## src/rtl/iir_decim_fifo.sv

```systemverilog
// iir_decim_fifo
//   Downstream stage of the 4-bit signed IIR filter. It averages each block of
//   2^DECIM_LOG2 valid input samples into one decimated sample. Results go into
//   a small FIFO that is read over a valid/ready handshake. The input is never
//   stalled. A result that arrives while the FIFO is full and nothing is being
//   popped is dropped, and the sticky overflow flag is set.
//
//   Build option: define IIR_DECIM_ROUND_EN to round the average half-up.
//   The default build truncates (floor).
//
// Ports:
//   clk         clock
//   rst         synchronous, active-high reset
//   in_valid    in_data carries a valid IIR sample this cycle
//   in_data     signed IIR sample, DATA_W bits
//   out_valid   FIFO non-empty
//   out_ready   consumer accepts out_data this cycle
//   out_data    signed decimated sample at the FIFO head (0 when empty)
//   fifo_level  occupied entries, 0..2^FIFO_AW
//   overflow    sticky: a result was dropped because the FIFO was full
//   clr_ovf     clears overflow (a same-cycle drop takes priority)
module iir_decim_fifo #(
    parameter int DATA_W     = 4,
    parameter int DECIM_LOG2 = 2,
    parameter int FIFO_AW    = 2
) (
    input  logic                     clk,
    input  logic                     rst,
    input  logic                     in_valid,
    input  logic signed [DATA_W-1:0] in_data,
    output logic                     out_valid,
    input  logic                     out_ready,
    output logic signed [DATA_W-1:0] out_data,
    output logic [FIFO_AW:0]         fifo_level,
    output logic                     overflow,
    input  logic                     clr_ovf
);
    localparam int ACC_W = DATA_W + DECIM_LOG2;
    localparam int DEPTH = 1 << FIFO_AW;
    localparam logic [DECIM_LOG2-1:0] CNT_LAST = '1;
    localparam logic [FIFO_AW:0]      LVL_FULL = (FIFO_AW + 1)'(DEPTH);
`ifdef IIR_DECIM_ROUND_EN
    localparam logic signed [ACC_W-1:0] RND_BIAS = ACC_W'(1 << (DECIM_LOG2 - 1));
`endif

    logic signed [ACC_W-1:0]  acc_q, acc_d;
    logic [DECIM_LOG2-1:0]    cnt_q, cnt_d;
    logic [FIFO_AW-1:0]       wr_ptr_q, wr_ptr_d;
    logic [FIFO_AW-1:0]       rd_ptr_q, rd_ptr_d;
    logic [FIFO_AW:0]         level_q, level_d;
    logic                     ovf_q, ovf_d;
    logic signed [DATA_W-1:0] mem_q [DEPTH];

    logic signed [ACC_W-1:0]  sum;
    logic signed [DATA_W-1:0] result;
    logic push, pop, full, wr_en, drop;

    // Block sum divided by N with an arithmetic shift. The average of in-range
    // samples is itself in range, so dropping the upper bits is lossless.
    function automatic logic signed [DATA_W-1:0] avg_scale(input logic signed [ACC_W-1:0] s);
        logic signed [ACC_W-1:0] shifted;
`ifdef IIR_DECIM_ROUND_EN
        // |s| <= 2^(DATA_W-1)*N and the bias is below N, so s + bias fits in ACC_W.
        shifted = (s + RND_BIAS) >>> DECIM_LOG2;
`else
        shifted = s >>> DECIM_LOG2;
`endif
        return DATA_W'(shifted);
    endfunction

    always_comb begin
        sum    = acc_q + $signed({{DECIM_LOG2{in_data[DATA_W-1]}}, in_data});
        result = avg_scale(sum);
        push   = in_valid && (cnt_q == CNT_LAST);
        pop    = out_valid && out_ready;
        full   = (level_q == LVL_FULL);
        // A pop in the same cycle frees a slot, so a push into a full FIFO still succeeds.
        wr_en  = push && (!full || pop);
        drop   = push && full && !pop;

        acc_d = acc_q;
        cnt_d = cnt_q;
        if (in_valid) begin
            if (push) begin
                acc_d = '0;
                cnt_d = '0;
            end else begin
                acc_d = sum;
                cnt_d = cnt_q + 1'b1;
            end
        end

        wr_ptr_d = wr_en ? wr_ptr_q + 1'b1 : wr_ptr_q;
        rd_ptr_d = pop   ? rd_ptr_q + 1'b1 : rd_ptr_q;

        level_d = level_q;
        case ({wr_en, pop})
            2'b10:   level_d = level_q + 1'b1;
            2'b01:   level_d = level_q - 1'b1;
            default: level_d = level_q;
        endcase

        // A drop in the same cycle as clr_ovf keeps the flag set.
        ovf_d = ovf_q;
        if (drop) begin
            ovf_d = 1'b1;
        end else if (clr_ovf) begin
            ovf_d = 1'b0;
        end
    end

    // Control and accumulator state
    always_ff @(posedge clk) begin
        if (rst) begin
            acc_q    <= '0;
            cnt_q    <= '0;
            wr_ptr_q <= '0;
            rd_ptr_q <= '0;
            level_q  <= '0;
            ovf_q    <= 1'b0;
        end else begin
            acc_q    <= acc_d;
            cnt_q    <= cnt_d;
            wr_ptr_q <= wr_ptr_d;
            rd_ptr_q <= rd_ptr_d;
            level_q  <= level_d;
            ovf_q    <= ovf_d;
        end
    end

    // FIFO storage is data only and carries no reset
    always_ff @(posedge clk) begin
        if (wr_en) begin
            mem_q[wr_ptr_q] <= result;
        end
    end

    assign out_valid  = (level_q != '0);
    assign out_data   = out_valid ? mem_q[rd_ptr_q] : '0;
    assign fifo_level = level_q;
    assign overflow   = ovf_q;

endmodule

```

## config.mk

```make
export PLATFORM = sky130hd
export DESIGN_NAME = iir_decim_fifo
export DESIGN_NICKNAME = d
export VERILOG_FILES = /design/src/rtl/iir_decim_fifo.sv
export SDC_FILE = /design/constraint.sdc
export NUM_CORES = 1
export LEC_CHECK = 0
export ABC_AREA = 0
export BUFFER_PORTS_ARGS = -buffer_cell sky130_fd_sc_hd__clkbuf_2
export CAP_MARGIN = 10
export CORE_ASPECT_RATIO = 1.2
export CORE_MARGIN = 3
export CORE_UTILIZATION = 30
export CTS_BUF_LIST = sky130_fd_sc_hd__clkbuf_4 sky130_fd_sc_hd__clkbuf_8
export CTS_CLUSTER_DIAMETER = 50
export DETAILED_ROUTE_END_ITERATION = 7
export SLEW_MARGIN = 25
export SYNTH_ARGS = -nofsm -noshare
export SYNTH_HDL_FRONTEND = slang
export SYNTH_SLANG_ARGS = --single-unit
```

## constraint.sdc

```tcl
create_clock -name clk -period 2.5 [get_ports clk]
set_input_delay 0.375 -clock clk [delete_from_list [all_inputs] [get_ports clk]]
set_output_delay 0.375 -clock clk [all_outputs]
set_load 0.01 [all_outputs]
```

==> results of run 1 <==
[layer usage]
metal	vias up	GRT usage, %
li1	545	-
met2	16	15.67
met3	4	2.841
met4	0	4.854
met5	-	0
met1	497	11.96
[sequential cells by signal (all words and copies together), names as in the netlist, named ones only]
signal	count
cnt_q	2
mem_q	16
acc_q	6
wr_ptr_q	2
rd_ptr_q	2
fifo_level	3
overflow	1
[layout make-up]
cell class	instances	share of cell area (%)
sequential	34	43.78
multi-input combinational	95	41.95
timing repair buffer	17	4.430
tap	62	4.039
clock buffer	6	3.974
inverter	7	1.368
clock inverter	2	0.4560
[worst max-delay path: stages, from the launching register on]
cell and delay [ns]:
dfxtp_1 0.44, or3_1 0.33, nand3_4 0.11, fa_1 0.42
nor4bb_1 0.36, a211oi_1 0.10, o31a_1 0.24
[layout by cell type, fill, tap and decap left out, types with 2 or more instances in the layout]
cell type and instances:
edfxtp_1 16, ha_1 10, nor2b_1 3, o21a_1 2, a211oi_1 2, fa_1 2, and2_1 5, and2_2 4
a22o_1 3, dfxtp_1 18, nor2_1 17, xnor2_1 2, clkbuf_8 5, inv_1 7, a21o_1 2, nand2_1 2
mux4_2 4, mux2i_1 3, a21oi_1 8, mux2_4 2, xor2_1 4, clkbuf_2 17
[kinds of logic (layout without fill, tap and decap cells)]
family / after synthesis / in the layout / synth area share (%)
simple gates: 44 / 44 / 15.05
buf+inv: 11 / 32 / 2.950
xor+xnor: 6 / 6 / 3.097
mux: 9 / 9 / 8.850
compound gates: 24 / 24 / 10.77
fa+ha+maj: 12 / 12 / 9.735
flops: 34 / 34 / 49.56
[power breakdown]
| part | internal, mW | total, mW | switching, mW |
|---|---|---|---|
| registers | 0.622 | 0.639 | 0.0167 |
| clock network | 0.202 | 0.388 | 0.186 |
| logic | 0.0861 | 0.192 | 0.106 |
[final timing paths]
kind                   end  slack [ns]  depth (start not counted)           from
max reg2reg  fifo_level[2]        0.39                          6  fifo_level[0]
min               overflow        0.38                          4        clr_ovf
max          fifo_level[2]        0.39                          6  fifo_level[0]
min reg2reg       acc_q[3]        0.49                          1       acc_q[3]
[per-stage QoR]
stage	hold WS (ns)	utilization, %	instances	setup WS, ns
3_5_place_dp	0.4752	34.18	215	0.3675
3_3_place_gp	0.4703	34.18	215	0.4427
2_1_floorplan	0.4535	-	140	0.5438
6_report	0.3848	35.76	223	0.3914
5_1_grt	0.4244	35.76	223	0.2476
4_1_cts	0.3764	35.76	223	0.3728
==> reports/results.txt, run 1 <==
status: finished clean
Max Slew Vio Count: 0
Syn Area/Cell: 12.12 sq um
Post-CTS Setup Inserts: 0
Max clock buf depth: 2
final hold violations: 0
WL met2: 1.390 mm
Tightest Pin Transition: 0.5471 ns
Crit. End Element: flip-flop
GPL Wtd Cong: 0.7177
CTS Buf Count: 5
Post-synth top cells: dfxtp_1 (18), nor2_1 (17), edfxtp_1 (16)
vias per cell: 4.762
Worst Skew: 0.004590 ns
H-tree depth: 2
Die Wd: 74.65 um
PnR Total Power: 1.218 mW
initial drt markers: 52
Syn Std Cell Area: 1697 sq um
port buffer count: 17
TritonCTS clock tree: built
Final Cell Area: 1921 sq um
Post-Syn Nets: 161
Post-CTS Hold Buffers: 0
Post-Route Setup TNS: 0 ns
Fmax: 474.3 MHz
Synth cell types: 43
Slew HR: 63.02%
# Max-Cap Violations: 0
count leader, synth: dfxtp_1
Crit Path Max Fanout: 8
Final Cycle Share: 84.34%
DR vias: 1062
Initial Utilization: 31.59%
initial antenna violation count: 0
Fillers: 557
clock sinks: 34
die height: 88.38 um
total track usage: 9.795%
clock root cell: clkbuf_8
Post-DP HPWL: 2.232 mm
Worst-path clk slew: 0.07 ns
critical path launch point type: flip-flop
multi-input combinational cell area: 805.8 sq um
Detail Route Antenna Nets: 0
# DRC: 0
Avg WL per Cell: 12.97 um
minimum clock period: 2.109 ns
Metal-1 WL: 1.348 mm
row count: 29
nets: 181
fraction of registers with async set/reset: 0%
Pleak: 0.7689 nW
ANT cells: 0
sequential share of the synthesized area: 49.56%
first-pass GRT wire length: 4.850 mm
maximum VDD drop: 0.3021 mV
Die ar.: 6598 sq um
# setup viols final: 0
uppermost routed layer: met4
vias in the first global route: 1064
Pre-antenna DRT Iters: 4
hold crit path type: in -> reg
FF/Latch Area: 840.8 sq um
Core Footprint: 5370 sq um
synthesis-to-layout area growth: 13.20%
global route overflow: 0
Yosys top cell area share: 28.32%
metal3 WL: 93 um
largest net degree at the start of global routing: 18
CP Class: reg -> reg
post-cts sizing count: 0
number of synthesized flops with an enable pin: 16
boundary pin count: 18
flop and latch count out of synthesis: 34
cell taking the most area after synthesis: edfxtp_1
Post-DP Area: 1836 sq um
Power Density: 634.1 nW/um^2
Arr. time, crit path: 2.28 ns
Skew-Pair Late Insertion Delay: 0.28 ns
RSZ-0062 raised after global routing: no
layout cell share with drive strength beyond 1: 24.84%
top post-synthesis cells by area: edfxtp_1 (28%), dfxtp_1 (21%), ha_1 (7.4%)
Cells after Synth: 140
DRT Wirelength: 2.892 mm
WP data required: 2.67 ns
Synth Flop Type: dfxtp_1
Synth Warn #: 0
(Power assumes the default switching activity.)
==> inputs of run 2 (changes only) <==
--- a/config.mk
+++ b/config.mk
@@ -5,7 +5,7 @@
 export SDC_FILE = /design/constraint.sdc
 export NUM_CORES = 1
 export LEC_CHECK = 0
-export ABC_AREA = 0
+export ABC_AREA = 1
 export BUFFER_PORTS_ARGS = -buffer_cell sky130_fd_sc_hd__clkbuf_2
 export CAP_MARGIN = 10
 export CORE_ASPECT_RATIO = 1.2
==> constraint.sdc (replaced) <==
create_clock -name clk -period 2.15 [get_ports clk]
set_input_delay 0.3225 -clock clk [delete_from_list [all_inputs] [get_ports clk]]
set_output_delay 0.3225 -clock clk [all_outputs]
set_load 0.01 [all_outputs]
==> reports/results.txt, run 2 <==
Post-CTS Setup Inserts: 0
CP Buf/Inv Count: 3
Core Footprint: 5370 sq um
RSZ-0062 raised after global routing: no
Synth Area in Compound Gates: 8.984%
critical path launch point type: flip-flop
Worst R2R Path Depth: 10
clock network power share: 28.6%
fraction of registers with async set/reset: 0%
delay of the slowest cell on the worst path: 0.38 ns
Post-Route Setup TNS: 0 ns
PnR Total Power: 1.946 mW
layout cell share with drive strength beyond 1: 18.98%
largest family of logic cells by synthesized area: simple AND/OR/NAND/NOR gates
R2R Setup Slk: 0.41 ns
flop and latch count out of synthesis: 34
row count: 29
Syn Area/Cell: 8.804 sq um
Arr. time, crit path: 1.92 ns
total track usage: 9.967%
sw power: 0.6439 mW
Syn Std Cell Area: 1699 sq um
GPL Wtd Cong: 0.8282
crit-path cells: ha_1 -> nand2_1 -> inv_2 -> nor2_4 -> inv_1 -> fa_1 -> inv_1 -> nand4_1 -> a21oi_1 -> nor2_1
Post-synth top cells: nand2_1 (32), nor2_1 (30), inv_1 (23)
Hold Crit Depth: 2
reg-to-reg critical path startpoint: cnt_q[0]
Post-DP HPWL: 2.255 mm
sequential share of the synthesized area: 49.48%
port buffer count: 17
nets: 236
hold crit path type: in -> reg
Crit Path Max Fanout: 4
maximum VDD drop: 0.5323 mV
Post-Syn Nets: 214
Post-DP Area: 1853 sq um
Comb power frac: 29.8%
top post-synthesis cells by area: edfxtp_1 (28%), dfxtp_1 (21%), ha_1 (7.4%)
H-tree depth: 2
Tightest Pin Transition: 0.4326 ns
Sw Ratio: 33.09%
Largest Register: mem_q
Initial Utilization: 31.64%
clock root cell: clkbuf_8
Cells after DPL: 270
simple-gate area share of the yosys netlist: 23.71%
count leader, synth: nand2_1
Detail Route Antenna Nets: 0
minimum clock period: 1.742 ns
cell taking the most area after synthesis: edfxtp_1
Power Internal: 1.302 mW
# DRC: 0
most common cell after layout, fill and taps aside: nand2_1
Slew HR: 71.06%
largest net degree at the start of global routing: 12
synthesis-to-layout area growth: 15.46%
sequential share of power: 41.6%
Synth cell types: 26
DRT Wirelength: 2.919 mm
CTS Buf Count: 5
Worst Skew: 0.003647 ns
CP top delay family: adder cells
Die Wd: 74.70 um
Cells after Synth: 193
final cell count without fillers: 278
status: finished clean
Pre-antenna DRT Iters: 4
final hold violations: 0
Synth Area in XOR/XNOR: 1.473%
WP data required: 2.33 ns
ANT cells: 0
most frequent cells in the layout: nand2_1 (32), nor2_1 (30), inv_1 (23)
# Max-Cap Violations: 0
boundary pin count: 18
Synth Flop Type: dfxtp_1
RR Endpoint: fifo_level[2]
Yosys top cell area share: 28.28%
TritonCTS clock tree: built
Synth Warn #: 0
initial drt markers: 46
post-cts sizing count: 0
slowest CP cell: fa_1
# setup viols final: 0
Worst-path clk slew: 0.07 ns
Skew-Pair Late Insertion Delay: 0.28 ns
worst hold endpoint: cnt_q[0]
Pleak: 0.8576 nW
CP Class: reg -> reg
DR vias: 1238
clock sinks: 34
number of synthesized flops with an enable pin: 16
initial antenna violation count: 0
Post-CTS Hold Buffers: 0
Final Cell Area: 1962 sq um
mux share of post-synthesis cell area: 0%
Die ar.: 6606 sq um
Crit. End Element: flip-flop
Final Cycle Share: 81.01%
Avg WL per Cell: 10.50 um
vias in the first global route: 1150
Max Slew Vio Count: 0
Max clock buf depth: 2
Power Density: 991.8 nW/um^2
first-pass GRT wire length: 5.016 mm
max FFs per register: 16
Synth Area in Adders: 9.720%
vias per cell: 4.453
Fmax: 574.1 MHz
CP most frequent cell: inv_1
worst hold path startpoint: in_valid
die height: 88.44 um
global route overflow: 0
[run 2: worst max path at each step]
| stage | to | cells after the start | startpoint | slack (ns) |
|---|---|---|---|---|
| 6_report | fifo_level[2] | 10 | cnt_q[0] | 0.41 |
| 3_3_place_gp | mem_q[1][2] | 7 | in_data[0] | 0.32 |
| 4_1_cts | out_data[0] | 4 | flip-flop | 0.40 |
| 3_5_place_dp | mem_q[1][2] | 7 | in_data[0] | 0.31 |
| 2_1_floorplan | mem_q[0][2] | 6 | in_data[0] | 0.47 |
| 5_1_grt | fifo_level[2] | 11 | cnt_q[0] | 0.27 |
[run 2: layout make-up]
class / count / area [sq um]
inverter: 27 / 103.9
clock buffer: 5 / 68.82
clock inverter: 3 / 40.04
timing repair buffer: 17 / 85.08
sequential: 34 / 840.8
tap: 62 / 77.57
multi-input combinational: 130 / 745.7
fill: 551 / 3408
[run 2: metal layers]
metal | vias up | track usage (%) | share of wire, %
met5 | - | 0 | 0
met4 | 0 | 3.883 | 1.6
met3 | 6 | 2.727 | 4.0
met2 | 20 | 16.07 | 48
met1 | 547 | 12.63 | 46
li1 | 665 | - | -
[run 2: kinds of logic after synthesis]
kind of cell	Yosys count
and+or+nand+nor	86
DFF	34
AOI/OAI and AO/OA	30
buffers and inverters	29
adders and majority gates	12
xor gates and xnor gates	2
[run 2: power groups by stage]
stage | registers, mW | clock network, mW | logic, mW
3_5_place_dp | 0.825 | 0 | 0.587
6_report | 0.810 | 0.557 | 0.579
4_1_cts | 0.811 | 0.575 | 0.591
2_1_floorplan | 0.814 | 0 | 0.426
3_3_place_gp | 0.826 | 0 | 0.580
5_1_grt | 0.819 | 0.606 | 0.667
[run 2: per-stage QoR]
stage                     hold slack (ns)  util [%]  worst slack [ns]
after floorplan                    0.4171         -            0.4667
after global placement             0.4546     34.51            0.3225
after detailed placement           0.4572     34.51            0.3087
after CTS                          0.2643     36.53            0.4004
after global routing               0.2709     36.53            0.2660
final                              0.2696     36.53            0.4082
